--- src/rtl/loader_pkg.sv ---
// Shared definitions for the architectural-state loader: word width, default data-segment
// base, state encodings and the counter-width helper.
package loader_pkg;

  localparam int unsigned WORD_W = 32;
  localparam logic [WORD_W-1:0] DEFAULT_MEM_BASE = 32'h1001_0000;

  localparam logic [2:0] ST_LOAD_REG = 3'd0;
  localparam logic [2:0] ST_LOAD_MEM = 3'd1;
  localparam logic [2:0] ST_DRAIN    = 3'd2;
  localparam logic [2:0] ST_RUN      = 3'd3;
  localparam logic [2:0] ST_HALT     = 3'd4;

  typedef enum logic [2:0] {
    StLoadReg = ST_LOAD_REG,
    StLoadMem = ST_LOAD_MEM,
    StDrain   = ST_DRAIN,
    StRun     = ST_RUN,
    StHalt    = ST_HALT
  } state_e;

  // Width needed to count 0..bound-1, never narrower than one bit.
  function automatic int unsigned cnt_width(input int unsigned bound);
    return ($clog2(bound) < 1) ? 1 : $clog2(bound);
  endfunction

endpackage

--- src/rtl/word_counter.sv ---
// Up-counter with synchronous clear (dominant) and increment enable.
module word_counter #(
  parameter int unsigned WIDTH = 1
) (
  input  logic             clk,
  input  logic             clear,
  input  logic             enable,
  output logic [WIDTH-1:0] count
);

  logic [WIDTH-1:0] count_q;

  always_ff @(posedge clk) begin
    if (clear) begin
      count_q <= '0;
    end else if (enable) begin
      count_q <= count_q + WIDTH'(1);
    end
  end

  assign count = count_q;

endmodule

--- src/rtl/state_loader.sv ---
// Streams words into the register file and data segment while holding the machine in reset,
// then releases it for a fixed number of cycles and freezes it again for the state dump.
module state_loader
  import loader_pkg::*;
#(
  parameter int unsigned       NUM_REGS   = 32,
  parameter int unsigned       MEM_WORDS  = 5,
  parameter int unsigned       RUN_CYCLES = 30,
  parameter logic [WORD_W-1:0] MEM_BASE   = DEFAULT_MEM_BASE
) (
  input  logic              clk,
  input  logic              reset,
  input  logic              in_valid,
  input  logic [WORD_W-1:0] in_data,
  output logic              in_ready,
  output logic              rf_wr_enable,
  output logic [4:0]        rf_wr_addr,
  output logic [WORD_W-1:0] rf_wr_data,
  output logic              mem_wr_enable,
  output logic [WORD_W-1:0] mem_wr_addr,
  output logic [WORD_W-1:0] mem_wr_data,
  output logic              machine_reset,
  output logic              done
);

  localparam int unsigned IDX_BOUND = (NUM_REGS > MEM_WORDS) ? NUM_REGS : MEM_WORDS;
  localparam int unsigned IDX_W     = cnt_width(IDX_BOUND);
  localparam int unsigned RUN_W     = cnt_width(RUN_CYCLES);

  localparam logic [IDX_W-1:0] LAST_REG = IDX_W'(NUM_REGS - 1);
  localparam logic [IDX_W-1:0] LAST_MEM = IDX_W'(MEM_WORDS - 1);
  localparam logic [RUN_W-1:0] LAST_RUN = RUN_W'(RUN_CYCLES - 1);

  state_e           state_q;
  logic [IDX_W-1:0] idx;
  logic [RUN_W-1:0] run_cnt;

  logic in_load;
  logic transfer;
  logic last_reg;
  logic last_mem;
  logic run_last;
  logic idx_clear;
  logic run_clear;
  logic run_enable;

  assign in_load  = (state_q == StLoadReg) || (state_q == StLoadMem);
  assign in_ready = !reset && in_load;
  assign transfer = in_valid && in_ready;

  // The machine only leaves reset while the loader is running it.
  assign machine_reset = reset || (state_q != StRun);

  assign last_reg = (state_q == StLoadReg) && (idx == LAST_REG);
  assign last_mem = (state_q == StLoadMem) && (idx == LAST_MEM);
  assign run_last = (state_q == StRun) && (run_cnt == LAST_RUN);

  assign idx_clear  = reset || (transfer && (last_reg || last_mem));
  assign run_enable = (state_q == StRun);
  assign run_clear  = reset || !run_enable || run_last;

  word_counter #(
    .WIDTH (IDX_W)
  ) u_idx_counter (
    .clk    (clk),
    .clear  (idx_clear),
    .enable (transfer),
    .count  (idx)
  );

  word_counter #(
    .WIDTH (RUN_W)
  ) u_run_counter (
    .clk    (clk),
    .clear  (run_clear),
    .enable (run_enable),
    .count  (run_cnt)
  );

  always_ff @(posedge clk) begin
    if (reset) begin
      state_q       <= StLoadReg;
      rf_wr_enable  <= 1'b0;
      rf_wr_addr    <= '0;
      rf_wr_data    <= '0;
      mem_wr_enable <= 1'b0;
      mem_wr_addr   <= '0;
      mem_wr_data   <= '0;
      done          <= 1'b0;
    end else begin
      // Strobes are single-cycle pulses; addresses and data hold their last value.
      rf_wr_enable  <= 1'b0;
      mem_wr_enable <= 1'b0;
      case (state_q)
        StLoadReg: begin
          if (transfer) begin
            rf_wr_addr   <= 5'(idx);
            rf_wr_data   <= in_data;
            rf_wr_enable <= (idx != '0);
            if (last_reg) begin
              state_q <= StLoadMem;
            end
          end
        end
        StLoadMem: begin
          if (transfer) begin
            mem_wr_addr   <= MEM_BASE + (WORD_W'(idx) << 2);
            mem_wr_data   <= in_data;
            mem_wr_enable <= 1'b1;
            if (last_mem) begin
              state_q <= StDrain;
            end
          end
        end
        StDrain: begin
          state_q <= StRun;
        end
        StRun: begin
          if (run_last) begin
            state_q <= StHalt;
            done    <= 1'b1;
          end
        end
        StHalt: begin
          done <= 1'b1;
        end
        default: begin
          state_q <= StLoadReg;
        end
      endcase
    end
  end

endmodule

--- config.mk ---
export PLATFORM = sky130hd
export DESIGN_NAME = state_loader
export DESIGN_NICKNAME = d
export VERILOG_FILES = /design/src/rtl/loader_pkg.sv /design/src/rtl/word_counter.sv /design/src/rtl/state_loader.sv
export SDC_FILE = /design/constraint.sdc
export NUM_CORES = 1
export LEC_CHECK = 0
export ABC_CLOCK_PERIOD_IN_PS = 5000
export BUFFER_PORTS_ARGS = -buffer_cell sky130_fd_sc_hd__buf_4
export CORE_ASPECT_RATIO = 0.6
export CORE_UTILIZATION = 35
export CTS_CLUSTER_DIAMETER = 40
export CTS_CLUSTER_SIZE = 30
export DETAILED_ROUTE_END_ITERATION = 12
export GPL_ROUTABILITY_DRIVEN = 1
export PLACE_DENSITY = 0.7
export SETUP_SLACK_MARGIN = 0.15
export SLEW_MARGIN = 10
export SYNTH_ARGS = -nofsm -noshare
export SYNTH_HDL_FRONTEND = slang
export SYNTH_SLANG_ARGS = --single-unit
--- constraint.sdc ---
create_clock -name clk -period 5 [get_ports clk]
set_input_delay 0.25 -clock clk [delete_from_list [all_inputs] [get_ports clk]]
set_output_delay 0.25 -clock clk [all_outputs]
set_load 0.02 [all_outputs]
==> results of run 1 <==
[worst max-delay path by stage]
stage | from | end | cells after the start
after CTS | state_q[2] | machine_reset | 3
after global placement | reset | state_q[0] | 5
after detailed placement | reset | state_q[0] | 5
after floorplan | state_q[2] | u_idx_counter.count[3] | 4
final | state_q[1] | state_q[0] | 4
after global routing | state_q[2] | machine_reset | 3
[sequential cells by signal, indices dropped and copies added (netlist names)]
register             flops
rf_wr_enable             1
u_idx_counter.count      5
mem_wr_enable            1
state_q                  3
rf_wr_data              32
mem_wr_data             32
u_run_counter.count      5
done                     1
mem_wr_addr              6
rf_wr_addr               5
[cells in the final DEF, fill, tap and decap left out, types with 5 or more instances in the layout]
cell         n
nand3_1     76
o21ai_0     77
conb_1      25
inv_1        6
clkbuf_16    9
nor2_1       7
dfxtp_1     91
or3_1        5
buf_4      120
ha_1         5
a21oi_1     80
nor3_1       5
[final cells by class]
cell class	count	share of cell area (%)
inverter	6	0.462
clock buffer	11	4.98
multi-input combinational	310	34.2
tap	135	3.46
timing repair buffer	120	18.5
clock inverter	5	1.08
sequential	91	37.4
[metal layers]
metal | track usage [%] | vias up
li1 | - | 1728
met1 | 26.3 | 1709
met2 | 27.2 | 176
met3 | 5.80 | 7
met4 | 4.33 | 0
met5 | 0 | -
[kinds of logic (layout without fill, tap and decap cells)]
family | after synthesis | in the layout | synth area share [%]
buf+inv | 76 | 142 | 10.6
other cells | 1 | 25 | 0.0991
xor+xnor | 3 | 3 | 0.694
flops | 91 | 91 | 48.1
compound gates | 162 | 162 | 22.0
fa+ha+maj | 5 | 5 | 1.65
simple gates | 113 | 113 | 16.4
mux | 2 | 2 | 0.529
[metrics by stage]
stage / power, mW / setup WS [ps]
3_3_place_gp: 0.894 / 2520
2_1_floorplan: 0.855 / 3400
5_1_grt: 1.61 / 2580
6_report: 1.56 / 2730
3_5_place_dp: 0.896 / 2500
4_1_cts: 1.57 / 2690
[power by group through the flow]
stage	sequential, mW	clock, mW	combinational (mW)
2_1_floorplan	0.776	0	0.0783
3_3_place_gp	0.763	0	0.131
3_5_place_dp	0.763	0	0.133
4_1_cts	0.747	0.690	0.133
5_1_grt	0.749	0.720	0.146
6_report	0.747	0.676	0.134
[critical path, cell delays in order, from the launching register on]
cell and delay (ps):
dfxtp_1 430, or3b_2 770, buf_4 360, or3_1 400
nor3b_1 140
==> metrics.txt, run 1 <==
result of the run=finished, final reports clean; root buffer cell=clkbuf_16; Worst R2R Setup Slack=about 2700 ps; number of buffers added to fix hold violations after cts=0; CORE AREA=~10,000 um^2; length of routed wiring on met1=approximately 4.9 mm; gr usage total=a little under a fifth; Pwr Density=about 320 nW/um^2; number of warnings reported in the yosys synthesis log=0; PortBufs=about 120; Top Layer Used=met4; most frequently used cell type in the post-synthesis netlist=dfxtp_1; H-tree Lvls=3; register share of total power=between 40 and 50%; per-cell routed wire length=15.4 um; class of the tightest hold or removal check=in -> reg; buffer depth of the longest clock path=2; Switching Power=approximately 370 uW; RSZ-0062 raised after global routing=false; number of synthesized flops with an enable pin=0; last weighted congestion value of the routability-driven placer=approximately 0.78; maxcap violations=0; synthesized area per cell=around 8.4 um^2; Top Ports=between 100 and 150; worst-case clock skew=~5.4 ps; met2 routed wirelength=about 4.5 mm; startpoint class of the critical path=flop; number of buffers added for setup after CTS=0; multi-input logic area=approximately 1700 um^2; hold violation count in the final report=0; number of design rule violations left after detail routing=0; final non-filler cell total=between 600 and 700; arrival time at the worst endpoint=2490 ps; leading post-synthesis cells by instance count=91 x dfxtp_1, 80 x a21oi_1, 77 x o21ai_0; final std cell area, no fill=approximately 4900 um^2; antenna violations before repair=0; via count of the first global-routing pass=3,118; net count reported at finish=between 500 and 600; largest net degree at the start of global routing=91; number of placed cells counting well taps=roughly 660; wire length of the first global-routing pass=~16 mm; cell types occupying the most area after synthesis=dfxtp_1 48%, a21oi_1 11%, o21ai_0 10%; sum of overflow across all layers after global routing=0; Horiz. Die Dim=approximately 140 um; CTS tree=yes; combinational fraction of design power=under 10%; CP endpoint kind=flop; capture point of the worst reg-to-reg path=state_q[0]; total cell area at the placement stage=4580 um^2; synth unique cells=36; number of DRC markers in iteration 0=~250; post-synthesis cell count=453; category of the most critical setup path=reg -> reg; most used flip-flop cell after synthesis=dfxtp_1; number of gates resized after cts=0; routed length on met3=1.06 mm; number of search-and-repair iterations in the first detailed-routing pass=4; fraction of final layout cells sized beyond drive strength 1=a little over a quarter; destination of the worst hold path=rf_wr_data[7]; Sequential Area=between 1500 and 2000 um^2; upper clock frequency limit=~0.44 GHz; Slew Viols, Final=0; clock latency on the worst-skew pair=between 300 and 400 ps; slew at the pin with the worst max-slew slack=1000 ps; post-synthesis async set-or-reset flop share=0%; Final TNS setup=0 ps; sequential area share after synthesis=48.1%; most area-hungry cell type in the Yosys netlist=dfxtp_1; remaining max-slew budget at the tightest pin=~33%; origin of the critical flop-to-flop path=state_q[1]; antenna cells=0; Lkg Pwr=approximately 1.9 nW; post-synthesis sequential element count=91; count of filler cells inserted in the layout=a little under 1,000; internal power component=between 1 and 1.5 mW; fraction of synthesized cell area taken by the top area cell type=48.1%; DRT antenna net count=0; initial core utilization=~37%; hold path depth=3; maximum vdd drop=0.203 mV; sum of routed wire length over all layers=roughly 10 mm; total via count in the routed design=about 3,600; Vert. Die Dim=82.6 um; final period demand of the worst path=between 2000 and 2500 ps; clock-pin slew on the worst setup and hold paths=60 ps; Req. time, crit path=5220 ps; clock share of power=between 40% and 50%; total clock buffers created by CTS=9; switching portion of total power=23.8%; die footprint=roughly 11,000 um^2; final cycle utilization of the critical path=45.4%; startpoint of the most critical hold path=in_data[7]; number of cell rows=28; final core occ=a little under half; layout overhead on the synthesized area=28.9%; mean number of vias per cell=approximately 5.3; maximum fanout encountered on the critical timing path=47; final setup fails=0; number of cells on the worst reg-to-reg path=4; combined area of all synthesized cells=around 3800 um^2; HPWL reported at the end of detailed placement=approximately 6.7 mm; Min Hold Slack=between 150 and 200 ps; clk sink count=between 90 and 100
Note: power is estimated with default switching activity, not from simulation.
==> run 2, diff against run 1 <==
--- a/config.mk
+++ b/config.mk
@@ -5,7 +5,8 @@
 export SDC_FILE = /design/constraint.sdc
 export NUM_CORES = 1
 export LEC_CHECK = 0
-export ABC_CLOCK_PERIOD_IN_PS = 5000
+export ABC_AREA = 1
+export ABC_CLOCK_PERIOD_IN_PS = 2000
 export BUFFER_PORTS_ARGS = -buffer_cell sky130_fd_sc_hd__buf_4
 export CORE_ASPECT_RATIO = 0.6
 export CORE_UTILIZATION = 35
@@ -13,7 +14,7 @@
 export CTS_CLUSTER_SIZE = 30
 export DETAILED_ROUTE_END_ITERATION = 12
 export GPL_ROUTABILITY_DRIVEN = 1
-export PLACE_DENSITY = 0.7
+export PLACE_DENSITY = 0.73
 export SETUP_SLACK_MARGIN = 0.15
 export SLEW_MARGIN = 10
 export SYNTH_ARGS = -nofsm -noshare
==> constraint.sdc (replaced) <==
create_clock -name clk -period 2 [get_ports clk]
set_input_delay 0.1 -clock clk [delete_from_list [all_inputs] [get_ports clk]]
set_output_delay 0.1 -clock clk [all_outputs]
set_load 0.02 [all_outputs]
==> run 2 against run 1 <==
- combinational power grew to 9.8 times the previous value
- die area is 2.9% lower
- global-route usage is 1.8 points lower
- maximum frequency is 31% higher
- routed wire length is 12% lower
- via count is 7.0% lower
- cell count is 5.9% higher
- register-to-register slack worse by 2500 ps
- sequential share of layout area is 0.12 points higher
- synthesized area is 3.0% lower
- cell area is 0.31% lower
- clock-buffer cell count is 2 higher
- largest cell class unchanged
==> metrics.txt, run 2 <==
result of the run=finished, final reports clean; number of synthesized flops with an enable pin=0; fraction of synthesized cell area taken by the top area cell type=between 40% and 50%; CTS tree=yes; PortBufs=around 120; number of cell rows=28; sequential area share after synthesis=approximately half; category of the most critical setup path=reg -> reg; Req. time, crit path=between 2000 and 2500 ps; most frequent standard cell in the layout excluding fill and tap cells=nand2_1; remaining max-slew budget at the tightest pin=about 49%; Min Hold Slack=32.9 ps; final setup fails=0; hold violation count in the final report=0; antenna violations before repair=0; slew at the pin with the worst max-slew slack=roughly 760 ps; cell types occupying the most area after synthesis=dfxtp_1 50%, nand2_1 13%, a21oi_1 11%; Worst R2R Setup Slack=approximately 270 ps; total cell area at the placement stage=4540 um^2; CP endpoint kind=flop; clock latency on the worst-skew pair=approximately 330 ps; Vert. Die Dim=81.3 um; number of cells on the worst reg-to-reg path=8; origin of the critical flop-to-flop path=state_q[2]; destination of the worst hold path=mem_wr_data[9]; antenna cells=0; H-tree Lvls=3; Horiz. Die Dim=around 130 um; synth unique cells=28; per-cell routed wire length=about 13 um; hold path depth=3; wire length of the first global-routing pass=between 10 and 15 mm; CORE AREA=between 10,000 and 15,000 um^2; clk sink count=91; die footprint=10,900 um^2; top flop regs=mem_wr_data x32, rf_wr_data x32, mem_wr_addr x6; most area-hungry cell type in the Yosys netlist=dfxtp_1; Final TNS setup=0 ps; clock-pin slew on the worst setup and hold paths=about 60 ps; last weighted congestion value of the routability-driven placer=roughly 0.85; number of buffers added to fix hold violations after cts=0; fin worst setup slack=274 ps; maxcap violations=0; sum of overflow across all layers after global routing=0; RSZ-0062 raised after global routing=false; number of DRC markers in iteration 0=148; final period demand of the worst path=roughly 1700 ps; most frequently used cell type in the post-synthesis netlist=nand2_1; number of design rule violations left after detail routing=0; post-synthesis cell count=about 470; total via count in the routed design=about 3,400; number of search-and-repair iterations in the first detailed-routing pass=5; HPWL reported at the end of detailed placement=6.49 mm; startpoint class of the critical path=flop; Lkg Pwr=2.07 nW; Top Ports=141; maximum fanout encountered on the critical timing path=25; class of the tightest hold or removal check=in -> reg; capture point of the worst reg-to-reg path=u_idx_counter.count[2]; arrival time at the worst endpoint=about 2000 ps; worst-case clock skew=~2.1 ps; buffer depth of the longest clock path=2; post-synthesis async set-or-reset flop share=0%; DRT antenna net count=0; DP Worst Slack=181 ps; synthesized area per cell=7.78 um^2; leading post-synthesis cells by instance count=126 x nand2_1, 91 x dfxtp_1, 78 x a21oi_1; most used flip-flop cell after synthesis=dfxtp_1; fraction of final layout cells sized beyond drive strength 1=approximately 25%; maximum vdd drop=0.503 mV; total chip power=5.15 mW; combined area of all synthesized cells=around 3700 um^2; final cycle utilization of the critical path=86.3%; total clock buffers created by CTS=9; Slew Viols, Final=0; gr usage total=around 17%; sum of routed wire length over all layers=9.25 mm; post-synthesis sequential element count=91; Pwr Density=around 1100 nW/um^2; count of filler cells inserted in the layout=about 970; largest net degree at the start of global routing=between 70 and 80; number of warnings reported in the yosys synthesis log=0; root buffer cell=clkbuf_16; initial core utilization=between 30% and 40%; final std cell area, no fill=approximately 5000 um^2; mean number of vias per cell=around 4.7; via count of the first global-routing pass=about 2,900; startpoint of the most critical hold path=in_data[9]; upper clock frequency limit=0.579 GHz; net count reported at finish=approximately 600; highest-count cells in the layout ignoring fill and taps=126 x nand2_1, 122 x buf_4, 91 x dfxtp_1, 78 x a21oi_1, 40 x nand3_1; layout overhead on the synthesized area=32.4%
[run 2: cell types whose count changed in the layout (fill, tap and decap cells not counted), sizes merged, moves of 5 or more]
cell / before / now
buf: 120 / 125
inv: 6 / 26
nand2: 3 / 128
nand3: 76 / 40
nor2: 8 / 28
o21ai: 77 / 7
or3: 5 / 0
[run 2: power by group]
part | switching (mW) | total, mW | internal, mW
registers | 0.122 | 2.10 | 1.98
clock network | 0.672 | 1.74 | 1.07
logic | 0.832 | 1.31 | 0.475
[run 2: area by class of cell]
type	count	area (um^2)	area share (%)
sequential	91	1820	37.5
multi-input combinational	325	1490	30.7
timing repair buffer	125	967	19.9
clock buffer	13	270	5.56
tap	135	169	3.47
inverter	26	97.6	2.01
clock inverter	3	45.0	0.926
[run 2: what timing repair did]
item,4_1_cts,5_1_grt
endpoints found under the setup margin,0,5
gates resized for setup,0,1
buffers inserted,0,1
[run 2: cells by family (layout without fill, tap and decap cells)]
kind of cell / count (synthesis) / in the layout / synth area share [%]
and+or+nand+nor: 204 / 204 / 23.3
adders and majority gates: 5 / 5 / 1.70
other: 1 / 25 / 0.102
xor gates and xnor gates: 3 / 3 / 0.716
AOI/OAI and AO/OA: 88 / 88 / 12.2
DFF: 91 / 91 / 49.6
buffers and inverters: 80 / 167 / 12.4
[run 2: layer usage]
layer | vias up | wire length (um) | global-route usage, %
met5 | - | 0 | 0
met4 | 0 | 68 | 5.06
met3 | 7 | 860 | 6.99
met2 | 129 | 3920 | 25.5
met1 | 1552 | 4400 | 21.6
li1 | 1680 | - | -
[run 2: through the flow]
stage	std cells	utilization, %
floorplan	496	-
global placement	701	45.3
detailed placement	701	45.3
CTS	717	48.4
global route	718	48.5
finish	718	48.5
[run 2: how the worst max path moves through the flow]
stage	from	endpoint	slack, ps	depth (start not counted)
2_1_floorplan	state_q[0]	u_idx_counter.count[0]	680	5
3_3_place_gp	state_q[2]	u_idx_counter.count[4]	300	7
3_5_place_dp	state_q[1]	u_idx_counter.count[2]	180	7
4_1_cts	state_q[1]	u_idx_counter.count[2]	170	7
5_1_grt	state_q[1]	u_idx_counter.count[0]	160	8
6_report	state_q[2]	u_idx_counter.count[2]	270	8
[run 2: critical path: stages (launching register included)]
cell,delay (ps)
dfxtp_1,360
nor2_2,180
nand2_1,130
nor2_4,170
buf_6,240
nand2_1,100
o211ai_1,230
buf_4,170
nor2_1,40
==> run 3, diff against run 2 <==
--- a/config.mk
+++ b/config.mk
@@ -9,12 +9,12 @@
 export ABC_CLOCK_PERIOD_IN_PS = 2000
 export BUFFER_PORTS_ARGS = -buffer_cell sky130_fd_sc_hd__buf_4
 export CORE_ASPECT_RATIO = 0.6
-export CORE_UTILIZATION = 35
+export CORE_UTILIZATION = 44
 export CTS_CLUSTER_DIAMETER = 40
 export CTS_CLUSTER_SIZE = 30
 export DETAILED_ROUTE_END_ITERATION = 12
 export GPL_ROUTABILITY_DRIVEN = 1
-export PLACE_DENSITY = 0.73
+export PLACE_DENSITY = 0.86
 export SETUP_SLACK_MARGIN = 0.15
 export SLEW_MARGIN = 10
 export SYNTH_ARGS = -nofsm -noshare
==> run 3 against run 2 <==
- global-route usage increased by 5.0 points
- flip-flop and latch count unchanged
- register-to-register slack improved by 20 ps
- clock-buffer cell count decreased by 2
- largest cell class unchanged
==> metrics.txt, run 3 (synthesis gave the netlist of run 2 again) <==
maximum vdd drop=around 0.57 mV; crit path capture=u_idx_counter.count[0]; number of DRC markers in iteration 0=around 280; net count reported at finish=621; origin of the critical flop-to-flop path=state_q[1]; final core occ=60.1%; total clock buffers created by CTS=9; remaining max-slew budget at the tightest pin=roughly half; final setup fails=0; multi-input logic area=between 1000 and 1500 um^2; combinational fraction of design power=around a quarter; via count of the first global-routing pass=3,170; mean number of vias per cell=about 4.9; antenna cells=0; layout overhead on the synthesized area=30.6%; clock share of power=roughly a third; upper clock frequency limit=between 0.5 and 0.6 GHz; Vert. Die Dim=72.8 um; internal power component=3.42 mW; class of the tightest hold or removal check=in -> reg; PortBufs=between 100 and 150; maximum fanout encountered on the critical timing path=17; register share of total power=41.8%; most frequent standard cell in the layout excluding fill and tap cells=buf_4; number of cell rows=25; count of filler cells inserted in the layout=about 720; slowest CP cell=dfxtp_1; largest net degree at the start of global routing=74; fin worst setup slack=299 ps; Horiz. Die Dim=120 um; hold violation count in the final report=0; buffer depth of the longest clock path=2; result of the run=finished, final reports clean; number of search-and-repair iterations in the first detailed-routing pass=4; antenna violations before repair=0; final period demand of the worst path=~1700 ps; Switching Power=1.60 mW; arrival time at the worst endpoint=1930 ps; Slew Viols, Final=0; number of cells on the worst reg-to-reg path=8; clock latency on the worst-skew pair=~330 ps; Pwr Density=1050 nW/um^2; last weighted congestion value of the routability-driven placer=a little over 0.8; Sequential Area=approximately 1800 um^2; wire length of the first global-routing pass=about 15 mm; total via count in the routed design=~3,400; final cycle utilization of the critical path=a little under nine tenths; clock-pin slew on the worst setup and hold paths=roughly 60 ps; maxcap violations=0; Lkg Pwr=2.08 nW; category of the most critical setup path=reg -> reg; highest-count cells in the layout ignoring fill and taps=128 x buf_4, 126 x nand2_1, 91 x dfxtp_1, 78 x a21oi_1, 40 x nand3_1; root buffer cell=clkbuf_16; per-cell routed wire length=around 14 um; DP Worst Slack=between 200 and 300 ps; fraction of final layout cells sized beyond drive strength 1=25.2%; largest stage delay on the critical path=roughly 370 ps; HPWL reported at the end of detailed placement=~6.7 mm; H-tree Lvls=3; Req. time, crit path=about 2200 ps; initial core utilization=a little under half; switching portion of total power=31.9%; CORE AREA=~8000 um^2; DRT antenna net count=0; number of buffers added to fix hold violations after cts=0; RSZ-0062 raised after global routing=false; Top Ports=approximately 140; worst setup path startpoint=state_q[1]; clk sink count=between 90 and 100; Worst R2R Setup Slack=approximately 300 ps; CTS tree=yes; sum of overflow across all layers after global routing=0; final std cell area, no fill=4790 um^2; die footprint=about 8700 um^2; Final TNS setup=0 ps; slew at the pin with the worst max-slew slack=between 700 and 800 ps; CP endpoint kind=flop; capture point of the worst reg-to-reg path=u_idx_counter.count[0]; sum of routed wire length over all layers=approximately 9.4 mm; number of placed cells counting well taps=677; ordered list of cells on the worst path=nor2_2 > nand2_1 > nor2_4 > buf_4 > nand2_1 > o211ai_1 > buf_4 > nor2_1; worst-case clock skew=3.48 ps; total cell area at the placement stage=about 4500 um^2; gr usage total=~22%; number of design rule violations left after detail routing=0; top flop regs=mem_wr_data x32, rf_wr_data x32, mem_wr_addr x6; startpoint class of the critical path=flop; final non-filler cell total=692
[run 3: changes by cell type in the layout (fill, tap and decap cells not counted)]
| cell | previous run | this run |
|---|---|---|
| clkinv_2 | 0 | 2 |
| buf_6 | 1 | 0 |
| nand2_2 | 1 | 0 |
| buf_4 | 122 | 128 |
| buf_12 | 2 | 0 |
| nand2_4 | 1 | 2 |
| clkinvlp_4 | 2 | 0 |
| clkbuf_8 | 3 | 1 |
[run 3: worst max-delay path: cells and delay by family (launching register included)]
kind | cells | cell delay (ps)
AOI/OAI and AO/OA | 1 | 190
buffers and inverters | 2 | 430
DFF | 1 | 370
and+or+nand+nor | 5 | 600
[run 3: worst min-delay path by stage]
stage / slack [ps] / from / to / depth (start not counted)
after global placement: 370 / in_data[12] / mem_wr_data[12] / 3
after CTS: 20 / in_data[6] / mem_wr_data[6] / 3
after global routing: 20 / in_data[6] / mem_wr_data[6] / 3
final: 30 / in_data[7] / mem_wr_data[7] / 3
after floorplan: 240 / in_data[0] / mem_wr_data[0] / 2
after detailed placement: 380 / in_data[6] / mem_wr_data[6] / 3
[run 3: cell type report]
class | instances | area share [%]
clock inverters | 3 | 0.835
flip-flops and latches | 91 | 38.0
well taps | 108 | 2.82
inverters | 26 | 2.04
repair buffers | 128 | 20.0
clock buffers | 11 | 5.06
multi-input cells | 325 | 31.2
[run 3: per-layer routing]
metal | track usage [%] | up-vias | routed length (um)
met1 | 27.2 | 1579 | 4170
met2 | 35.6 | 155 | 4310
met5 | 0 | - | 0
met4 | 7.64 | 0 | 71
met3 | 6.88 | 7 | 849
li1 | - | 1679 | -
[run 3: what timing repair did]
item                       4_1_cts  5_1_grt
setup endpoints to repair        0        8
setup buffers                    0        1
gates resized for setup          0        1
[run 3: power by group through the flow]
stage	logic [mW]	clock network (mW)	registers, mW
2_1_floorplan	0.752	0	2.26
3_5_place_dp	1.28	0	2.14
3_3_place_gp	1.25	0	2.13
6_report	1.29	1.63	2.10
5_1_grt	1.40	1.74	2.12
4_1_cts	1.29	1.67	2.10
[run 3: stage by stage]
| step | total power, mW | hold WS (ps) |
|---|---|---|
| 2_1_floorplan | 3.02 | 243 |
| 3_3_place_gp | 3.37 | 366 |
| 3_5_place_dp | 3.42 | 375 |
| 4_1_cts | 5.06 | 20.6 |
| 5_1_grt | 5.27 | 21.9 |
| 6_report | 5.02 | 33.5 |
